**config.mk**
```make
export PLATFORM = sky130hd
export DESIGN_NAME = mult_div_unit_flat
export DESIGN_NICKNAME = d
export VERILOG_FILES = /design/src/rtl/mult_div_unit_pkg.sv /design/src/rtl/mult_div_unit_if.sv /design/src/rtl/mult_div_unit.sv /design/src/flat_wrapper.sv
export SDC_FILE = /design/constraint.sdc
export NUM_CORES = 1
export LEC_CHECK = 0
export CELL_PAD_IN_SITES_DETAIL_PLACEMENT = 2
export CELL_PAD_IN_SITES_GLOBAL_PLACEMENT = 2
export CORE_MARGIN = 2
export CORE_UTILIZATION = 24
export DETAILED_ROUTE_END_ITERATION = 10
export GPL_TIMING_DRIVEN = 0
export PLACE_DENSITY = 0.59
export SETUP_SLACK_MARGIN = 0.02
export SLEW_MARGIN = 5
export SYNTH_ARGS = -nofsm -noshare
export SYNTH_HDL_FRONTEND = slang
export SYNTH_SLANG_ARGS = --single-unit
```
**constraint.sdc**
```tcl
create_clock -name clk -period 12.2 [get_ports clk]
set_clock_uncertainty 0.2 [all_clocks]
set_input_delay 2.44 -clock clk [delete_from_list [all_inputs] [get_ports clk]]
set_output_delay 2.44 -clock clk [all_outputs]
set_load 0.02 [all_outputs]
```
**src/rtl/mult_div_unit_pkg.sv**
```systemverilog
// mdu_pkg: op codes, FSM encoding and constants shared by the multiply/divide unit.
package mdu_pkg;
  typedef enum logic [1:0] {OP_MULT = 2'b00, OP_MULTU = 2'b01, OP_DIV = 2'b10, OP_DIVU = 2'b11} op_e;
  typedef enum logic [1:0] {IDLE = 2'b00, CALC = 2'b01, DONE = 2'b10} state_e;
  localparam int MDU_ITER = 32;
  localparam logic [31:0] DIV0_LO = 32'hFFFFFFFF;
  function automatic logic [31:0] mag(input logic [31:0] x, input logic sgn);
    return (sgn && x[31]) ? -x : x;
  endfunction
endpackage

```
**src/rtl/mult_div_unit_if.sv**
```systemverilog
// mult_div_unit_if: request, HI/LO move and result bus of the multiply/divide unit.
interface mult_div_unit_if;
  logic        start;
  logic [1:0]  op;
  logic [31:0] a;
  logic [31:0] b;
  logic        mthi;
  logic        mtlo;
  logic [31:0] wdata;
  logic        busy;
  logic        done;
  logic [31:0] hi;
  logic [31:0] lo;
  modport master (output start, op, a, b, mthi, mtlo, wdata, input busy, done, hi, lo);
  modport slave (input start, op, a, b, mthi, mtlo, wdata, output busy, done, hi, lo);
endinterface

```
**src/rtl/mult_div_unit.sv**
```systemverilog
// mult_div_unit: 32-cycle shift-add multiplier and restoring divider writing HI/LO.
module mult_div_unit
  import mdu_pkg::*;
(
  input  logic          clk,
  input  logic          rst_n,
  mult_div_unit_if.slave bus
);
  state_e      state, state_n;
  op_e         op_q;
  logic [31:0] opa, opb;
  logic        neg_q, neg_r, div0;
  logic [4:0]  cnt;
  logic [63:0] acc;
  logic [32:0] rem;
  logic [31:0] hi_q, lo_q;
  logic        sgn, is_div, last, idle_start;
  logic [32:0] mul_sum;
  logic [63:0] mul_next, prod;
  logic [33:0] r_sh, diff;
  logic [32:0] rem_next;
  logic [31:0] q_next, quo, rmd;
  always_comb begin
    state_n = state;
    case (state)
      IDLE:    state_n = bus.start ? CALC : IDLE;
      CALC:    state_n = last ? DONE : CALC;
      default: state_n = IDLE;
    endcase
  end
  assign sgn        = ~bus.op[0];
  assign is_div     = op_q[1];
  assign idle_start = (state == IDLE) && bus.start;
  assign last       = (state == CALC) && (cnt == 5'(MDU_ITER - 1));
  // Multiply: acc = {partial product, remaining multiplier bits}; divide: acc[31:0] shifts dividend out and quotient in.
  assign mul_sum  = {1'b0, acc[63:32]} + (acc[0] ? {1'b0, opa} : 33'd0);
  assign mul_next = {mul_sum, acc[31:1]};
  assign r_sh     = {rem, acc[31]};
  assign diff     = r_sh - {2'b0, opb};
  assign rem_next = diff[33] ? r_sh[32:0] : diff[32:0];
  assign q_next   = {acc[30:0], ~diff[33]};
  assign prod     = neg_q ? -mul_next : mul_next;
  assign quo      = div0 ? DIV0_LO : (neg_q ? -q_next : q_next);
  assign rmd      = div0 ? opa : (neg_r ? -rem_next[31:0] : rem_next[31:0]);
  always_ff @(posedge clk or negedge rst_n) begin
    if (!rst_n) begin
      state <= IDLE;
      op_q  <= OP_MULT;
      opa   <= '0;
      opb   <= '0;
      neg_q <= 1'b0;
      neg_r <= 1'b0;
      div0  <= 1'b0;
      cnt   <= '0;
      acc   <= '0;
      rem   <= '0;
      hi_q  <= '0;
      lo_q  <= '0;
    end else begin
      state <= state_n;
      if (idle_start) begin
        op_q  <= op_e'(bus.op);
        div0  <= bus.op[1] && (bus.b == 32'd0);
        opa   <= (bus.op[1] && (bus.b == 32'd0)) ? bus.a : mag(bus.a, sgn);
        opb   <= mag(bus.b, sgn);
        acc   <= {32'd0, bus.op[1] ? mag(bus.a, sgn) : mag(bus.b, sgn)};
        neg_q <= sgn && (bus.a[31] ^ bus.b[31]);
        neg_r <= sgn && bus.a[31];
        cnt   <= '0;
        rem   <= '0;
      end
      if (state == CALC) begin
        acc <= is_div ? {32'd0, q_next} : mul_next;
        rem <= is_div ? rem_next : rem;
        cnt <= cnt + 5'd1;
      end
      if (last) begin
        hi_q <= is_div ? rmd : prod[63:32];
        lo_q <= is_div ? quo : prod[31:0];
      end else if (state == IDLE && !bus.start) begin
        hi_q <= bus.mthi ? bus.wdata : hi_q;
        lo_q <= bus.mtlo ? bus.wdata : lo_q;
      end
    end
  end
  assign bus.busy = (state == CALC);
  assign bus.done = (state == DONE);
  assign bus.hi   = hi_q;
  assign bus.lo   = lo_q;
endmodule

```
**src/flat_wrapper.sv**
```systemverilog
// flat-port wrapper written by rule: the top's interface ports become plain ports
module mult_div_unit_flat import mdu_pkg::*;
  (clk, rst_n, bus_start, bus_op, bus_a, bus_b, bus_mthi, bus_mtlo, bus_wdata, bus_busy, bus_done, bus_hi, bus_lo);
  mult_div_unit_if bus_i ();
  input  logic clk;
  input  logic rst_n;
  input wire logic [$bits(bus_i.start)-1:0] bus_start;
  input wire logic [$bits(bus_i.op)-1:0] bus_op;
  input wire logic [$bits(bus_i.a)-1:0] bus_a;
  input wire logic [$bits(bus_i.b)-1:0] bus_b;
  input wire logic [$bits(bus_i.mthi)-1:0] bus_mthi;
  input wire logic [$bits(bus_i.mtlo)-1:0] bus_mtlo;
  input wire logic [$bits(bus_i.wdata)-1:0] bus_wdata;
  output wire logic [$bits(bus_i.busy)-1:0] bus_busy;
  output wire logic [$bits(bus_i.done)-1:0] bus_done;
  output wire logic [$bits(bus_i.hi)-1:0] bus_hi;
  output wire logic [$bits(bus_i.lo)-1:0] bus_lo;
  assign bus_i.start = bus_start;
  assign bus_i.op = bus_op;
  assign bus_i.a = bus_a;
  assign bus_i.b = bus_b;
  assign bus_i.mthi = bus_mthi;
  assign bus_i.mtlo = bus_mtlo;
  assign bus_i.wdata = bus_wdata;
  assign bus_busy = bus_i.busy;
  assign bus_done = bus_i.done;
  assign bus_hi = bus_i.hi;
  assign bus_lo = bus_i.lo;
  mult_div_unit u_core (.clk(clk), .rst_n(rst_n), .bus(bus_i));
endmodule
```
# Word level (Yosys, flattened, before mapping)
# Index checks and enable logic that the tools add are counted.
# classes
n_reduce_logical	17
eq_ne	4
bitwise	3
addsub	8
mux	30
# op_table
op	count
32-bit two-way mux	17
64-bit two-way mux	4
33-bit two-way mux	4
32-bit negation	4
64-bit negation	1
34-bit by 32-bit subtractor with 34-bit output	1
32-bit by 33-bit adder with 33-bit output	1
32-bit zero test	1
5-bit two-way mux	2
2-bit nonzero test	4
1-bit logical AND	7
2-bit AND reduction	3
5-bit by 1-bit adder with 5-bit output (second input constant)	1
5-bit equality test (second input constant)	1
2-bit one-hot mux with 2 select lines	1
2-bit by 1-bit equality test with 1-bit output (second input constant)	1
2-bit equality test (second input constant)	1
2-bit zero test	1
2-bit two-way mux	1
2-bit by 1-bit inequality test with 1-bit output (second input constant)	1
1-bit inverter	2
1-bit zero test	1
1-bit two-way mux	1
1-bit bitwise XOR	1
# totals
output_inout_bits	66
reg_bits	237
inputBits	103

# Depth between registers and ports, before layout
# logic_depth
word_depth	7
depth_mapped	19

# Worst setup path after synthesis
# OpenSTA, ideal clock, no wires.
# synth_path
kind	input to register
from	in bus_a[4]
to	reg u_core.acc[27]
cell_stages	10
required_ps	11852
t_arrival_ps	4674
path_slack_ps	7178
path_buffers	1
cell_sequence	clkbuf_1 > nor4_1 > nand3_1 > or3b_2 > nand2b_1 > o31ai_1 > xor2_1 > a211oi_1 > a211oi_1 > a21oi_1
# synth_via
elab_chain_cells	5
# synth_lines
item	line_no	rtl
start: declaration	flat_wrapper.sv:9	input wire logic [$bits(bus_i.a)-1:0] bus_a;
32-bit negation	mult_div_unit_pkg.sv:8	return (sgn && x[31]) ? -x : x;
32-bit two-way mux	mult_div_unit_pkg.sv:8	
32-bit two-way mux	mult_div_unit.sv:66	acc <= {32'd0, bus.op[1] ? mag(bus.a, sgn) : mag(bus.b, sgn)};
64-bit two-way mux	mult_div_unit.sv:61	if (idle_start) begin
64-bit two-way mux	mult_div_unit.sv:72	if (state == CALC) begin
end signal: assignment	mult_div_unit.sv:66	
end signal: assignment	mult_div_unit.sv:73	acc <= is_div ? {32'd0, q_next} : mul_next;
end: declaration	mult_div_unit.sv:14	logic [63:0] acc;
# Every way passes these cells. The select of a mux whose other input is x is not followed.
# A chain may end at the register's enable or synchronous reset.

# Worst setup path after layout
# layout_path
from	reg u_core.opb[24]
to	reg u_core.hi_q[8] (netlist: u_core.bus.hi[8])
# layout_via
elab_chain_cells	7
# layout_lines
item	line_no	rtl
start: declaration	mult_div_unit.sv:11	logic [31:0] opa, opb;
start signal: assignment	mult_div_unit.sv:65	opb <= mag(bus.b, sgn);
34-bit by 32-bit subtractor with 34-bit output *	mult_div_unit.sv:39	assign diff = r_sh - {2'b0, opb};
33-bit two-way mux *	mult_div_unit.sv:40	assign rem_next = diff[33] ? r_sh[32:0] : diff[32:0];
32-bit negation	mult_div_unit.sv:44	assign rmd = div0 ? opa : (neg_r ? -rem_next[31:0] : rem_next[31:0]);
32-bit two-way mux * (2 in a row)	mult_div_unit.sv:44	
32-bit two-way mux *	mult_div_unit.sv:78	hi_q <= is_div ? rmd : prod[63:32];
32-bit two-way mux *	mult_div_unit.sv:77	if (last) begin
end signal: assignment	mult_div_unit.sv:78	
end signal: assignment	mult_div_unit.sv:81	hi_q <= bus.mthi ? bus.wdata : hi_q;
end: declaration	mult_div_unit.sv:16	logic [31:0] hi_q, lo_q;
# Mark *: on every way between the ends. The rest lies on a longest branch, timed or not.

==> results.sh <==
export IMPL_outcome="complete, no violations"
export IMPL_die_w_um=294
export IMPL_synth_edff_count=0
export IMPL_critPathMaxFanout=10
export IMPL_grt_pass1_vias=22348
export IMPL_cts_buffers=30
export IMPL_synthTopCellsByArea="dfrtp_1 (29%), nand2_1 (6.1%), xnor2_1 (6.1%)"
export IMPL_wire_per_inst_um=27.5
export IMPL_grt_use_met1_pct=33.1
export IMPL_antenna_found_initial=2
export IMPL_first_iter_violations=1172
export IMPL_fp_dieH_um=294
export IMPL_cts_buffer_depth=3
export IMPL_synthCells=2515
export IMPL_ys_flop_type="dfrtp_1"
export IMPL_synthArstFlopShare_pct=100
export IMPL_fp_row_count=106
export IMPL_critPathKind="flip-flop to flip-flop"
export IMPL_synth_area_um2=20100
export IMPL_grt_util_met2_pct=40.3
export IMPL_yosysTopAreaCell="dfrtp_1"
export IMPL_max_slew_worst_pin_slew_ns=1.21
export IMPL_h_tree_depth=1
export IMPL_vias_per_cell=5.45
export IMPL_power_per_cell_area_nw_per_um2=337
export IMPL_clk_pin_slew_ns=0.06
export IMPL_setup_viol=0
export IMPL_fin_crit_ns=6.86
export IMPL_min_delay_start="u_core.opb[30]$_DFFE_PN0P_"
export IMPL_dieArea_um2=86300
export IMPL_drc=0
export IMPL_ioPinCount=169
export IMPL_grt_pass1_wl_um=155000
export IMPL_finalWeightedCongestion=0.925
export IMPL_cts_hold_buf=0
export IMPL_fillCellCount=9565
export IMPL_place_area_um2=23200
export IMPL_power_leakage_nw=9.65
export IMPL_antenna_cells=0
export IMPL_power_w=0.00818
export IMPL_avgSynthCellArea_um2=8.01
export IMPL_hold_violations=0
export IMPL_min_period_over_period_pct=56.3
export IMPL_drive_gt1_share_pct=4.27
export IMPL_finalNetCount=2892
export IMPL_crit_arrival_ns=7.19
export IMPL_busiest_layer="met2"
export IMPL_worst_skew_pair_late_latency_ns=0.61
export IMPL_clockRootBuffer="clkbuf_16"
export IMPL_initial_core_util_pct=24.1
export IMPL_first_pass_iters=5
export IMPL_r2r_start="u_core.opb[24]$_DFFE_PN0P_"
export IMPL_core_area_um2=83400
export IMPL_clock_sinks=236
export IMPL_cts_setup_buffers=0
export IMPL_crit_start="u_core.opb[24]$_DFFE_PN0P_"
export IMPL_worstPathRequired_ns=12.53
export IMPL_syn_num_nets=2691
export IMPL_grt_max_degree=110
export IMPL_rsz0062_at_grt="no"
export IMPL_slew_violations=0
export IMPL_cts_tree="built"
export IMPL_min_path_type="flip-flop to flip-flop"
export IMPL_grt_overflow=0
export IMPL_cts_resized=0
export IMPL_seq_area_frac_synth_pct=29.3
export IMPL_groute_layer_met3_usage_pct=2.05
export IMPL_drv_cap=0
export IMPL_ys_warn_count=0
export IMPL_ant_nets=0
export IMPL_relSlewSlack_pct=16.9
export IMPL_num_vias=20806
export IMPL_post_dp_hpwl_um=87500
export IMPL_crit_path_start_kind="flip-flop"
export IMPL_vdd_drop_max_mv=0.102
export IMPL_timing_fmax_mhz=146
export IMPL_final_area_um2=24300
export IMPL_areaGrowthSynthToFinish_pct=20.5
export IMPL_grt_total_usage_pct=24.1
export IMPL_wirelength_um=105000
export IMPL_critical_path_endpoint_type="flip-flop"
export IMPL_synth_seq_cells=236
export IMPL_portBuffers=165
export IMPL_synth_top_area_share_pct=29.3
export IMPL_ys_types=95
## flip-flops by register name (all words and copies together) (netlist names)
signal,flops
u_core.state,2
u_core.bus.hi,32
u_core.rem,33
u_core.op_q,1
u_core.opa,32
u_core.cnt,5
u_core.bus.lo,32
u_core.acc,64
u_core.div0,1
u_core.neg_q,1
u_core.opb,32
u_core.neg_r,1
## cells in the mapped netlist, types with 10 or more instances
| cell | count |
|---|---|
| a211oi_1 | 65 |
| a21o_1 | 33 |
| a21oi_1 | 141 |
| a221oi_1 | 13 |
| a22o_1 | 28 |
| a31oi_1 | 26 |
| and2_1 | 49 |
| and3_1 | 15 |
| buf_1 | 10 |
| buf_2 | 16 |
| clkbuf_1 | 138 |
| dfrtp_1 | 236 |
| ha_1 | 71 |
| inv_1 | 80 |
| mux2i_1 | 112 |
| nand2_1 | 330 |
| nand2b_1 | 27 |
| nand3_1 | 31 |
| nand4_1 | 17 |
| nor2_1 | 148 |
| nor2b_1 | 17 |
| nor3_1 | 53 |
| nor4_1 | 31 |
| o211ai_1 | 30 |
| o21a_1 | 15 |
| o21ai_0 | 242 |
| o21ai_1 | 23 |
| o221ai_1 | 34 |
| o31ai_1 | 32 |
| or3_1 | 26 |
| or4_1 | 14 |
| xnor2_1 | 140 |
| xor2_1 | 102 |
## metrics by stage
stage	hold slack (ns)	instances	setup TNS, ns	setup WS, ns	util, %
after floorplan	0.250	2515	0	7.18	-
after global placement	0.273	3760	-575.08	-2.47	27.7
after detailed placement	0.280	3764	0	5.22	27.8
after CTS	0.294	3818	0	5.31	29.1
after global routing	0.324	3818	0	5.11	29.1
final	0.285	3818	0	5.34	29.1
## worst max-delay path, stage by stage, from the launching register on
cell and delay (ns):
dfrtp_1 0.38, inv_1 0.16, ha_1 0.26, clkbuf_1 0.20, a21o_1 0.26, a2111oi_0 0.79
o211a_1 0.29, o21ba_2 0.15, a211oi_2 0.10, inv_1 0.14, clkbuf_1 0.48, clkbuf_1 0.70
mux2_2 0.47, ha_1 0.24, o21ai_1 0.29, a21oi_1 0.18, o311ai_0 1.05, o211ai_1 0.29
o21ai_0 0.15
## path summary, 6_finish.rpt
kind	to	slack [ns]	cells after the start
worst max-delay path	u_core.bus.hi[8]$_DFFE_PN0P_	5.34	18
worst max register to register	u_core.bus.hi[8]$_DFFE_PN0P_	5.34	18
worst min register to register	u_core.opb[30]$_DFFE_PN0P_	0.28	2
worst min-delay path	u_core.opb[30]$_DFFE_PN0P_	0.28	2
max in group asynchronous	u_core.rem[30]$_DFFE_PN0P_	9.39	2
min in group asynchronous	u_core.acc[16]$_DFFE_PN0P_	1.48	1
## area by class of cell
type	instances	area, µm²	share of cell area [%]
timing repair buffer	169	1730	7.12
inverter	82	308	1.27
clock inverter	11	149	0.614
clock buffer	43	890	3.67
buffer	175	723	2.98
multi-input combinational	2022	13200	54.4
sequential	236	5910	24.3
tap	1080	1350	5.57
## cell usage in the layout (no fill, tap or decap), drive strengths merged, types with 26 or more instances in the layout
master,instances
nor2,148
mux2i,112
nand2b,28
xor2,102
ha,71
nor4,33
dfrtp,236
a21oi,141
a21o,33
o221ai,34
inv,80
or3,28
a211oi,67
nand2,330
xnor2,140
a22o,28
and2,51
clkdlybuf4s50,164
buf,40
a31oi,26
o211ai,30
o21ai,265
o31ai,32
clkbuf,182
nand3,31
nor3,55
## report_power, final
group	internal, W	switching, W
Clock	0.000566	0.000386
Combinational	0.00194	0.00377
Sequential	0.00114	0.000377
## cells by family after synthesis
group	share of synthesized area [%]
DFF	29.3
and+or+nand+nor	19.3
adders and majority gates	4.61
muxes	5.90
AOI/OAI and AO/OA	25.2
xor gates and xnor gates	10.5
buffers and inverters	5.12
## per-layer routing
metal	part of all wire, %	vias up
met5	0	-
met4	2.9	0
met3	3.5	107
met2	47	423
met1	47	10767
li1	-	9509
Note: power is estimated with default switching activity, not from simulation.
